==> config.mk <==
export PLATFORM = sky130hd
export DESIGN_NAME = playfield_mem_flat
export DESIGN_NICKNAME = d
export VERILOG_FILES = /design/src/rtl/playfield_mem_if.sv /design/src/rtl/playfield_mem.sv /design/src/flat_wrapper.sv
export SDC_FILE = /design/constraint.sdc
export NUM_CORES = 2
export LEC_CHECK = 0
export BUFFER_PORTS_ARGS = -buffer_cell sky130_fd_sc_hd__buf_2
export CAP_MARGIN = 20
export CORE_MARGIN = 3
export CORE_UTILIZATION = 57
export DETAILED_ROUTE_END_ITERATION = 7
export HOLD_SLACK_MARGIN = 0.1
export PLACE_DENSITY = 0.74
export SLEW_MARGIN = 20
export SYNTH_ARGS = -nofsm -noshare
export SYNTH_HDL_FRONTEND = slang
export SYNTH_SLANG_ARGS = --single-unit
==> constraint.sdc <==
create_clock -name clk -period 4.2 [get_ports clk]
set_input_delay 1.05 -clock clk [delete_from_list [all_inputs] [get_ports clk]]
set_output_delay 1.05 -clock clk [all_outputs]
set_load 0.01 [all_outputs]
==> src/rtl/playfield_mem_if.sv <==
// Playfield storage bus: write port, GPU read port and line-clear handshake.
interface playfield_mem_if #(
    parameter int COLS = 10,
    parameter int ROWS = 20,
    parameter int CW   = 3
);
    localparam int XW = $clog2(COLS);
    localparam int YW = $clog2(ROWS);
    localparam int LW = $clog2(ROWS + 1);

    logic          wr_en;
    logic [XW-1:0] wr_x;
    logic [YW-1:0] wr_y;
    logic [CW-1:0] wr_color;
    logic [XW-1:0] rd_x;
    logic [YW-1:0] rd_y;
    logic [CW-1:0] rd_color;
    logic          rd_occ;
    logic [ROWS-1:0] row_full;
    logic          clear_start;
    logic          busy;
    logic          clear_done;
    logic [LW-1:0] lines_cleared;

    // Game logic / GPU side
    modport master (
        output wr_en, wr_x, wr_y, wr_color, rd_x, rd_y, clear_start,
        input  rd_color, rd_occ, row_full, busy, clear_done, lines_cleared
    );

    // Playfield memory side
    modport slave (
        input  wr_en, wr_x, wr_y, wr_color, rd_x, rd_y, clear_start,
        output rd_color, rd_occ, row_full, busy, clear_done, lines_cleared
    );
endinterface

==> src/rtl/playfield_mem.sv <==
// Tetris playfield storage with random-access write, registered read and a
// bottom-up line-clear sequencer that collapses one full row per cycle.
module playfield_mem #(
    parameter int COLS = 10,
    parameter int ROWS = 20,
    parameter int CW   = 3
) (
    input  logic            clk,
    input  logic            reset,
    playfield_mem_if.slave  bus
);
    localparam int XW = $clog2(COLS);
    localparam int YW = $clog2(ROWS);
    localparam int LW = $clog2(ROWS + 1);

    localparam logic [XW-1:0] COL_MAX = XW'(COLS - 1);
    localparam logic [YW-1:0] ROW_MAX = YW'(ROWS - 1);

    localparam logic [1:0] ST_IDLE = 2'd0;
    localparam logic [1:0] ST_SCAN = 2'd1;
    localparam logic [1:0] ST_DONE = 2'd2;

    logic [COLS-1:0][CW-1:0] board_q [ROWS];
    logic [1:0]      state_q, state_d;
    logic [YW-1:0]   ptr_q, ptr_d;
    logic [LW-1:0]   lines_q, lines_d;
    logic [CW-1:0]   rd_color_q, rd_color_d;
    logic            rd_occ_q;
    logic [ROWS-1:0] row_full_s;
    logic            wr_ok_s;
    logic            shift_s;

    assign wr_ok_s = (state_q == ST_IDLE) && bus.wr_en &&
                     (bus.wr_x <= COL_MAX) && (bus.wr_y <= ROW_MAX);
    // A full row under the pointer collapses the board this cycle
    assign shift_s = (state_q == ST_SCAN) && row_full_s[ptr_q];

    // Row-full flags: a row is full when no cell holds the empty colour
    always_comb begin
        for (int r = 0; r < ROWS; r++) begin
            row_full_s[r] = 1'b1;
            for (int c = 0; c < COLS; c++) begin
                row_full_s[r] = row_full_s[r] & (|board_q[r][c]);
            end
        end
    end

    // Read mux: out-of-range coordinates read as empty
    always_comb begin
        rd_color_d = {CW{1'b0}};
        if ((bus.rd_x <= COL_MAX) && (bus.rd_y <= ROW_MAX)) begin
            rd_color_d = board_q[bus.rd_y][bus.rd_x];
        end else begin
            rd_color_d = {CW{1'b0}};
        end
    end

    // Line-clear sequencer next-state logic
    always_comb begin
        state_d = state_q;
        ptr_d   = ptr_q;
        lines_d = lines_q;
        case (state_q)
            ST_IDLE: begin
                if (bus.clear_start) begin
                    state_d = ST_SCAN;
                    ptr_d   = ROW_MAX;
                    lines_d = {LW{1'b0}};
                end else begin
                    state_d = ST_IDLE;
                end
            end
            ST_SCAN: begin
                if (row_full_s[ptr_q]) begin
                    // Pointer held: the row that dropped in is re-checked
                    lines_d = lines_q + LW'(1);
                end else if (ptr_q == {YW{1'b0}}) begin
                    state_d = ST_DONE;
                end else begin
                    ptr_d = ptr_q - YW'(1);
                end
            end
            ST_DONE: begin
                state_d = ST_IDLE;
            end
            default: begin
                state_d = ST_IDLE;
                ptr_d   = ROW_MAX;
            end
        endcase
    end

    // Sequencer state registers
    always_ff @(posedge clk or negedge reset) begin
        if (!reset) begin
            state_q <= ST_IDLE;
            ptr_q   <= ROW_MAX;
            lines_q <= {LW{1'b0}};
        end else begin
            state_q <= state_d;
            ptr_q   <= ptr_d;
            lines_q <= lines_d;
        end
    end

    // Board storage: idle-time writes and single-cycle row collapse
    always_ff @(posedge clk or negedge reset) begin
        if (!reset) begin
            for (int r = 0; r < ROWS; r++) begin
                board_q[r] <= '0;
            end
        end else if (shift_s) begin
            for (int k = ROWS - 1; k >= 1; k--) begin
                if (YW'(k) <= ptr_q) begin
                    board_q[k] <= board_q[k-1];
                end
            end
            board_q[0] <= '0;
        end else if (wr_ok_s) begin
            board_q[bus.wr_y][bus.wr_x] <= bus.wr_color;
        end
    end

    // Registered GPU read port, sampled before any same-edge write
    always_ff @(posedge clk or negedge reset) begin
        if (!reset) begin
            rd_color_q <= {CW{1'b0}};
            rd_occ_q   <= 1'b0;
        end else begin
            rd_color_q <= rd_color_d;
            rd_occ_q   <= |rd_color_d;
        end
    end

    assign bus.rd_color      = rd_color_q;
    assign bus.rd_occ        = rd_occ_q;
    assign bus.row_full      = row_full_s;
    assign bus.busy          = (state_q == ST_SCAN);
    assign bus.clear_done    = (state_q == ST_DONE);
    assign bus.lines_cleared = lines_q;
endmodule

==> src/flat_wrapper.sv <==
// flat-port wrapper written by rule: the top's interface ports become plain ports
module playfield_mem_flat 
#(
    parameter int COLS = 10,
    parameter int ROWS = 20,
    parameter int CW   = 3
)
  (clk, reset, bus_wr_en, bus_wr_x, bus_wr_y, bus_wr_color, bus_rd_x, bus_rd_y, bus_clear_start, bus_rd_color, bus_rd_occ, bus_row_full, bus_busy, bus_clear_done, bus_lines_cleared);
  playfield_mem_if #(.COLS(COLS), .ROWS(ROWS), .CW(CW)) bus_i ();
  input  logic clk;
  input  logic reset;
  input wire logic [$bits(bus_i.wr_en)-1:0] bus_wr_en;
  input wire logic [$bits(bus_i.wr_x)-1:0] bus_wr_x;
  input wire logic [$bits(bus_i.wr_y)-1:0] bus_wr_y;
  input wire logic [$bits(bus_i.wr_color)-1:0] bus_wr_color;
  input wire logic [$bits(bus_i.rd_x)-1:0] bus_rd_x;
  input wire logic [$bits(bus_i.rd_y)-1:0] bus_rd_y;
  input wire logic [$bits(bus_i.clear_start)-1:0] bus_clear_start;
  output wire logic [$bits(bus_i.rd_color)-1:0] bus_rd_color;
  output wire logic [$bits(bus_i.rd_occ)-1:0] bus_rd_occ;
  output wire logic [$bits(bus_i.row_full)-1:0] bus_row_full;
  output wire logic [$bits(bus_i.busy)-1:0] bus_busy;
  output wire logic [$bits(bus_i.clear_done)-1:0] bus_clear_done;
  output wire logic [$bits(bus_i.lines_cleared)-1:0] bus_lines_cleared;
  assign bus_i.wr_en = bus_wr_en;
  assign bus_i.wr_x = bus_wr_x;
  assign bus_i.wr_y = bus_wr_y;
  assign bus_i.wr_color = bus_wr_color;
  assign bus_i.rd_x = bus_rd_x;
  assign bus_i.rd_y = bus_rd_y;
  assign bus_i.clear_start = bus_clear_start;
  assign bus_rd_color = bus_i.rd_color;
  assign bus_rd_occ = bus_i.rd_occ;
  assign bus_row_full = bus_i.row_full;
  assign bus_busy = bus_i.busy;
  assign bus_clear_done = bus_i.clear_done;
  assign bus_lines_cleared = bus_i.lines_cleared;
  playfield_mem #(.COLS(COLS), .ROWS(ROWS), .CW(CW)) u_core (.clk(clk), .reset(reset), .bus(bus_i));
endmodule
# Word level (Yosys, flattened, before mapping)
# Cells that the tools add are included.
[totals] ff_bits=616 in_bits=25 output_inout_bits=31
[classes] addsub=2 order_cmp=30 eq_ne=26 n_mux=45 bitwise=183 reduce_logical=234
[op_table] operator="600-bit 2-to-1 mux" count=2
[op_table] operator="30-bit 2-to-1 mux" count=22
[op_table] operator="3-bit OR reduction" count=201
[op_table] operator="600-bit bitwise mux" count=1
[op_table] operator="1-bit AND" count=180
[op_table] operator="30-bit binary-select mux with 5-bit select" count=1
[op_table] operator="30-bit demux with 5-bit select" count=1
[op_table] operator="2-bit inequality test, second input constant" count=22
[op_table] operator="4-bit by 5-bit less-or-equal comparator with 1-bit output, first input constant" count=8
[op_table] operator="2-bit AND reduction" count=20
[op_table] operator="5-bit 2-to-1 mux" count=5
[op_table] operator="3-bit by 5-bit less-or-equal comparator with 1-bit output, first input constant" count=4
[op_table] operator="5-bit less-or-equal comparator, first input constant" count=4
[op_table] operator="5-bit one-hot mux with 3 select lines" count=1
[op_table] operator="3-bit binary-select mux with 4-bit select" count=1
[op_table] operator="3-bit demux with 4-bit select" count=1
[op_table] operator="6-bit >= comparator, second input constant" count=2
[op_table] operator="5-bit inverter with 6-bit output" count=2
[op_table] operator="2-bit by 5-bit less-or-equal comparator with 1-bit output, first input constant" count=2
[op_table] operator="5-bit less-or-equal comparator, second input constant" count=2
[op_table] operator="4-bit by 5-bit less-than comparator with 1-bit output, second input constant" count=2
[op_table] operator="5-bit one-hot mux with 2 select lines" count=1
[op_table] operator="3-bit 2-to-1 mux" count=3
[op_table] operator="4-bit less-or-equal comparator, second input constant" count=2
[op_table] operator="20 further kinds" count=30

# Depth between registers and ports, before layout
[depth] depth_word=15 mapped_depth=12 depth_no_buf=9

# Worst setup path after synthesis
# OpenSTA, ideal clock, no wires.
[synth_path] kind="input-to-reg" startpoint="input port bus_rd_y[0]" endpoint="register u_core.rd_occ_q (netlist: u_core.bus.rd_occ)" setup_time_ns=0.131 arrival_ns=3.600 slack_ns=0.468 cell_stages=8 cell_sequence="clkbuf_1 -> buf_1 -> mux4_2 -> mux4_2 -> a221o_1 -> a31oi_1 -> a311oi_1 -> or3_1"
[synth_between] elab_chain_cells=8 elab_cells_between_ends=10
[synth_rtl] element="start, declared" line_no="flat_wrapper.sv:17" text="input wire logic [$bits(bus_i.rd_y)-1:0] bus_rd_y;"
[synth_rtl] element="5-bit inverter with 6-bit output (implied by the code)" line_no="playfield_mem.sv:52" text="rd_color_d = board_q[bus.rd_y][bus.rd_x];"
[synth_rtl] element="30-bit binary-select mux with 5-bit select" line_no="playfield_mem.sv:52"
[synth_rtl] element="30-bit 2-to-1 mux (implied by the code) (2 in series)" line_no="playfield_mem.sv:52"
[synth_rtl] element="3-bit binary-select mux with 4-bit select" line_no="playfield_mem.sv:52"
[synth_rtl] element="3-bit 2-to-1 mux (implied by the code)" line_no="playfield_mem.sv:52"
[synth_rtl] element="3-bit 2-to-1 mux *" line_no="playfield_mem.sv:51" text="if ((bus.rd_x <= COL_MAX) && (bus.rd_y <= ROW_MAX)) begin"
[synth_rtl] element="net u_core.rd_color_d[0]" line_no="playfield_mem.sv:27" text="logic [CW-1:0] rd_color_q, rd_color_d;"
[synth_rtl] element="3-bit OR reduction *" line_no="playfield_mem.sv:131" text="rd_occ_q <= |rd_color_d;"
[synth_rtl] element="end signal, assigned" line_no="playfield_mem.sv:131"
[synth_rtl] element="end, declared" line_no="playfield_mem.sv:28" text="logic rd_occ_q;"
# Mark *: on every way through the listed nets, which the timed path passes. The rest lies on a longest branch. The select of a mux whose other input is x is not followed.
# A chain may end at the register's enable or synchronous reset.

# Worst setup path after layout
[layout_path] startpoint="register u_core.ptr_q[2]" endpoint="register u_core.board_q[29] (netlist name)"
[layout_between] elab_chain_cells=5 elab_cells_between_ends=8
[layout_rtl] element="start, declared" line_no="playfield_mem.sv:25" text="logic [YW-1:0] ptr_q, ptr_d;"
[layout_rtl] element="start signal, assigned" line_no="playfield_mem.sv:101" text="ptr_q <= ptr_d;"
[layout_rtl] element="1-bit binary-select mux with 5-bit select" line_no="playfield_mem.sv:36" text="assign shift_s = (state_q == ST_SCAN) && row_full_s[ptr_q];"
[layout_rtl] element="1-bit 2-to-1 mux (implied by the code)" line_no="playfield_mem.sv:36"
[layout_rtl] element="1-bit logical AND" line_no="playfield_mem.sv:36"
[layout_rtl] element="2-bit inequality test (no line) or 2-bit nonzero test (tied branches)"
[layout_rtl] element="2-bit AND reduction (no line)"
[layout_rtl] element="end signal, assigned by index" line_no="playfield_mem.sv:115" text="board_q[k] <= board_q[k-1];"
[layout_rtl] element="end signal, assigned by index" line_no="playfield_mem.sv:120" text="board_q[bus.wr_y][bus.wr_x] <= bus.wr_color;"
[layout_rtl] element="end, declared" line_no="playfield_mem.sv:23" text="logic [COLS-1:0][CW-1:0] board_q [ROWS];"
# Several ways; a longest one is shown, not always the timed one. The select of a mux whose other input is x is not followed.

==> metrics.md <==
| Metric | Value |
|---|---|
| Synth Register Bits | 616 |
| Fin crit period | 4.057 ns |
| Synth warn | 0 |
| TritonCTS Buffers | 70 |
| Slowest-stage cell, CP | or3_1 |
| Vias | 39300 |
| Final Hold Fails | 0 |
| Worst min path class | in -> async |
| LEAKAGE | 16.11 nW |
| Slowest stage delay, CP | 0.77 ns |
| Cts hold-fix bufs | 0 |
| Sw Share | 46.47% |
| WS Path Type | reg -> reg |
| Slew HR | 17.49% |
| Die extent in x | 259.7 um |
| Buf/Inv on CP | 2 |
| Initial antenna violation count | 29 |
| Vias in the first global route | 36720 |
| Clock sinks | 616 |
| Clock root buffer | clkbuf_16 |
| Cell with the most instances after synthesis | dfrtp_1 |
| Setup violators final | 0 |
| Top_reg_cell synth | dfrtp_1 |
| Total grt overflow | 0 |
| Synth area leaders | dfrtp_1 (42%), mux4_2 (9.4%), nor2_1 (5.2%) |
| Remaining DRCs | 5 |
| Largest net degree at the start of global routing | 81 |
| RSZ-0062 raised after global routing | no |
| Number of flops mapped to enable cells by yosys | 0 |
| Comb power frac | 49.9% |
| Peak Freq | 0.2465 GHz |
| PwrDens | 860.1 nW/um2 |
| Die ar. | 67460 um2 |
| Detailed placement HPWL | 138600 um |
| Clk pwr share | 18.2% |
| Sequential share of the synthesized area | 42.02% |
| Vias per cell | 7.906 |
| H-tree Lvls | 3 |
| Failing checks | DRC |
| Largest delay share family, worst path | simple AND/OR/NAND/NOR gates |
| Area leader, netlist | dfrtp_1 |
| Post-DRT Antenna Nets | 0 |
| Core area | 63430 um2 |
| Least-Margin Pin Slew | 1.238 ns |
| Global-route wire length before repair | 268600 um |
| Clk_lat worst skew | 0.63 ns |
| Die H | 259.7 um |
| CP arrival | 4.59 ns |
| Critical-path cell list | or3_1 -> nor3_1 -> o41a_1 -> buf_4 -> a21oi_1 -> buf_4 -> a41oi_1 -> nor2_1 -> a211oi_1 |
| Sequential share of power | 31.9% |
| Bufs on Longest Clock Path | 3 |
| Netlist cell types | 68 |
| Nature of the critical path startpoint | flop |
| Sum Neg Setup Slack | 0 ns |
| Netlist Area Pre-Place | 36700 um2 |
| Area growth syn-to-layout | 15.44% |
| Gr usage total | 55.84% |
| Row count | 92 |
| Starting DRC count in detailed routing | 7142 |
| Outcome | finished, violations left |
| Post-synth top cells | dfrtp_1 (613), nor2_1 (506), nand2_1 (415) |
| IO Pins | 56 |
| Clock tree from TritonCTS | yes |
| Int Pwr | 0.01951 W |
| Sw power | 0.01693 W |
| Final Skew | 0.02695 ns |
| Worst VDD drop | 1060 uV |
| CP dominant cell by count | buf_4 |
| WP data required | 4.73 ns |
| Max-Cap Viols | 0 |
| Period utilization | 96.59% |
| Nets | 4064 |
| Clock transition at path regs | 0.06 ns |
| Worst Path Max Fanout | 16 |
| Initial Utilization | 57.86% |
| Share of layout cells above drive strength 1 | 19.66% |
| Synth async-reset ratio | 100.0% |
| Mapped Avg Cell Area | 9.376 um2 |
| Worst Setup End Kind | flop |
| GPL Wtd Cong | 1.111 |
| Cell count after synthesis | 3914 |
| Power, Total | 0.03644 W |
| Wirelength per Cell | 38.05 um |
| Slew Limit Fails | 0 |
| Top cell type's share of synthesized area | 41.80% |
| Layout fillers | 5082 |
| Post-Syn Nets | 3945 |
| Pre-antenna DRT Iters | 8 |
| Port Buf Inserts | 55 |
| Drt total wl | 189100 um |
-- path summary, 6_finish.rpt --
path	depth (start not counted)	slack, ns	start	end
min reg2reg	2	0.56	u_core.board_q[78]	u_core.board_q[48]
max reg2reg	9	0.14	u_core.ptr_q[2]	u_core.board_q[29]
min	1	0.45	reset	u_core.board_q[297]
min in group clk	2	0.56	u_core.board_q[78]	u_core.board_q[48]
max	9	0.14	u_core.ptr_q[2]	u_core.board_q[29]
max in group asynchronous	2	2.78	reset	u_core.ptr_q[4]
-- area by class of cell --
type                       count  area [um2]  area share (%)
sequential                   616       15420           36.40
clock buffer                 101        2049           4.838
tap                          846        1059           2.499
multi-input combinational   2847       19670           46.43
clock inverter                27       394.1          0.9304
antenna                       36       90.09          0.2127
timing repair buffer         395        3297           7.783
inverter                     103       386.6          0.9126
-- state kept, by name (all words and copies together), names as in the netlist --
signal,flops
u_core.ptr_q,5
u_core.board_q,600
u_core.bus.lines_cleared,5
u_core.state_q,2
u_core.bus.rd_color,3
u_core.bus.rd_occ,1
-- worst reg2reg max path: cells and delay by family (launching register included) --
| kind | cells | cell delay [ns] |
|---|---|---|
| flip-flops | 1 | 0.55 |
| AO/OA/AOI/OAI | 4 | 1.24 |
| buffers and inverters | 2 | 0.59 |
| AND/OR/NAND/NOR | 3 | 1.60 |
-- logic make-up after synthesis --
| group | count (synthesis) | synth area share [%] |
|---|---|---|
| muxes | 339 | 14.50 |
| AOI/OAI and AO/OA | 1138 | 22.34 |
| buffers and inverters | 451 | 4.975 |
| DFF | 616 | 42.02 |
| and+or+nand+nor | 1364 | 15.97 |
| adders and majority gates | 6 | 0.2046 |
-- layout by cell type, fill, tap and decap left out, drive strengths merged, types with 99 or more instances in the layout --
cell       n
o21ai    157
nor3     256
nand2    416
o22ai    145
nor2     506
a31oi     99
dfrtp    613
a2bb2oi  144
a21oi    209
inv      104
clkbuf   101
buf      395
mux4     153
mux2i    176
-- through the flow --
step           utilization (%)  setup slack, ns  instance area [um2]  instances  hold WS [ns]
3_3_place_gp             62.77          0.07123                39810       4807        0.5268
4_1_cts                  66.63           0.2576                42260       4935        0.4600
2_1_floorplan                -           0.4683                36700       3914        0.4808
6_report                 66.79           0.1431                42360       4971        0.4530
5_1_grt                  66.67           0.1155                42280       4939        0.5027
3_5_place_dp             62.78           0.2650                39820       4807        0.5306
-- power groups by stage --
| stage | Sequential (W) | Clock [W] | Combinational (W) |
|---|---|---|---|
| CTS | 0.0113 | 0.00661 | 0.0174 |
| floorplan | 0.0101 | 0 | 0.0113 |
| detailed placement | 0.0113 | 0 | 0.0173 |
| global placement | 0.0113 | 0 | 0.0170 |
| global route | 0.0116 | 0.00684 | 0.0189 |
| finish | 0.0116 | 0.00664 | 0.0182 |
-- what timing repair did --
action	in CTS	in global routing
endpoints found under the setup margin	0	5
gates resized for setup	0	1
setup buffers	0	0
-- routing by layer --
metal  wire, um  GRT usage, %
met2      76260         77.81
met4      18850         42.00
met1      62040         66.51
met5        161         1.096
met3      31840         26.83
(Power assumes the default switching activity.)
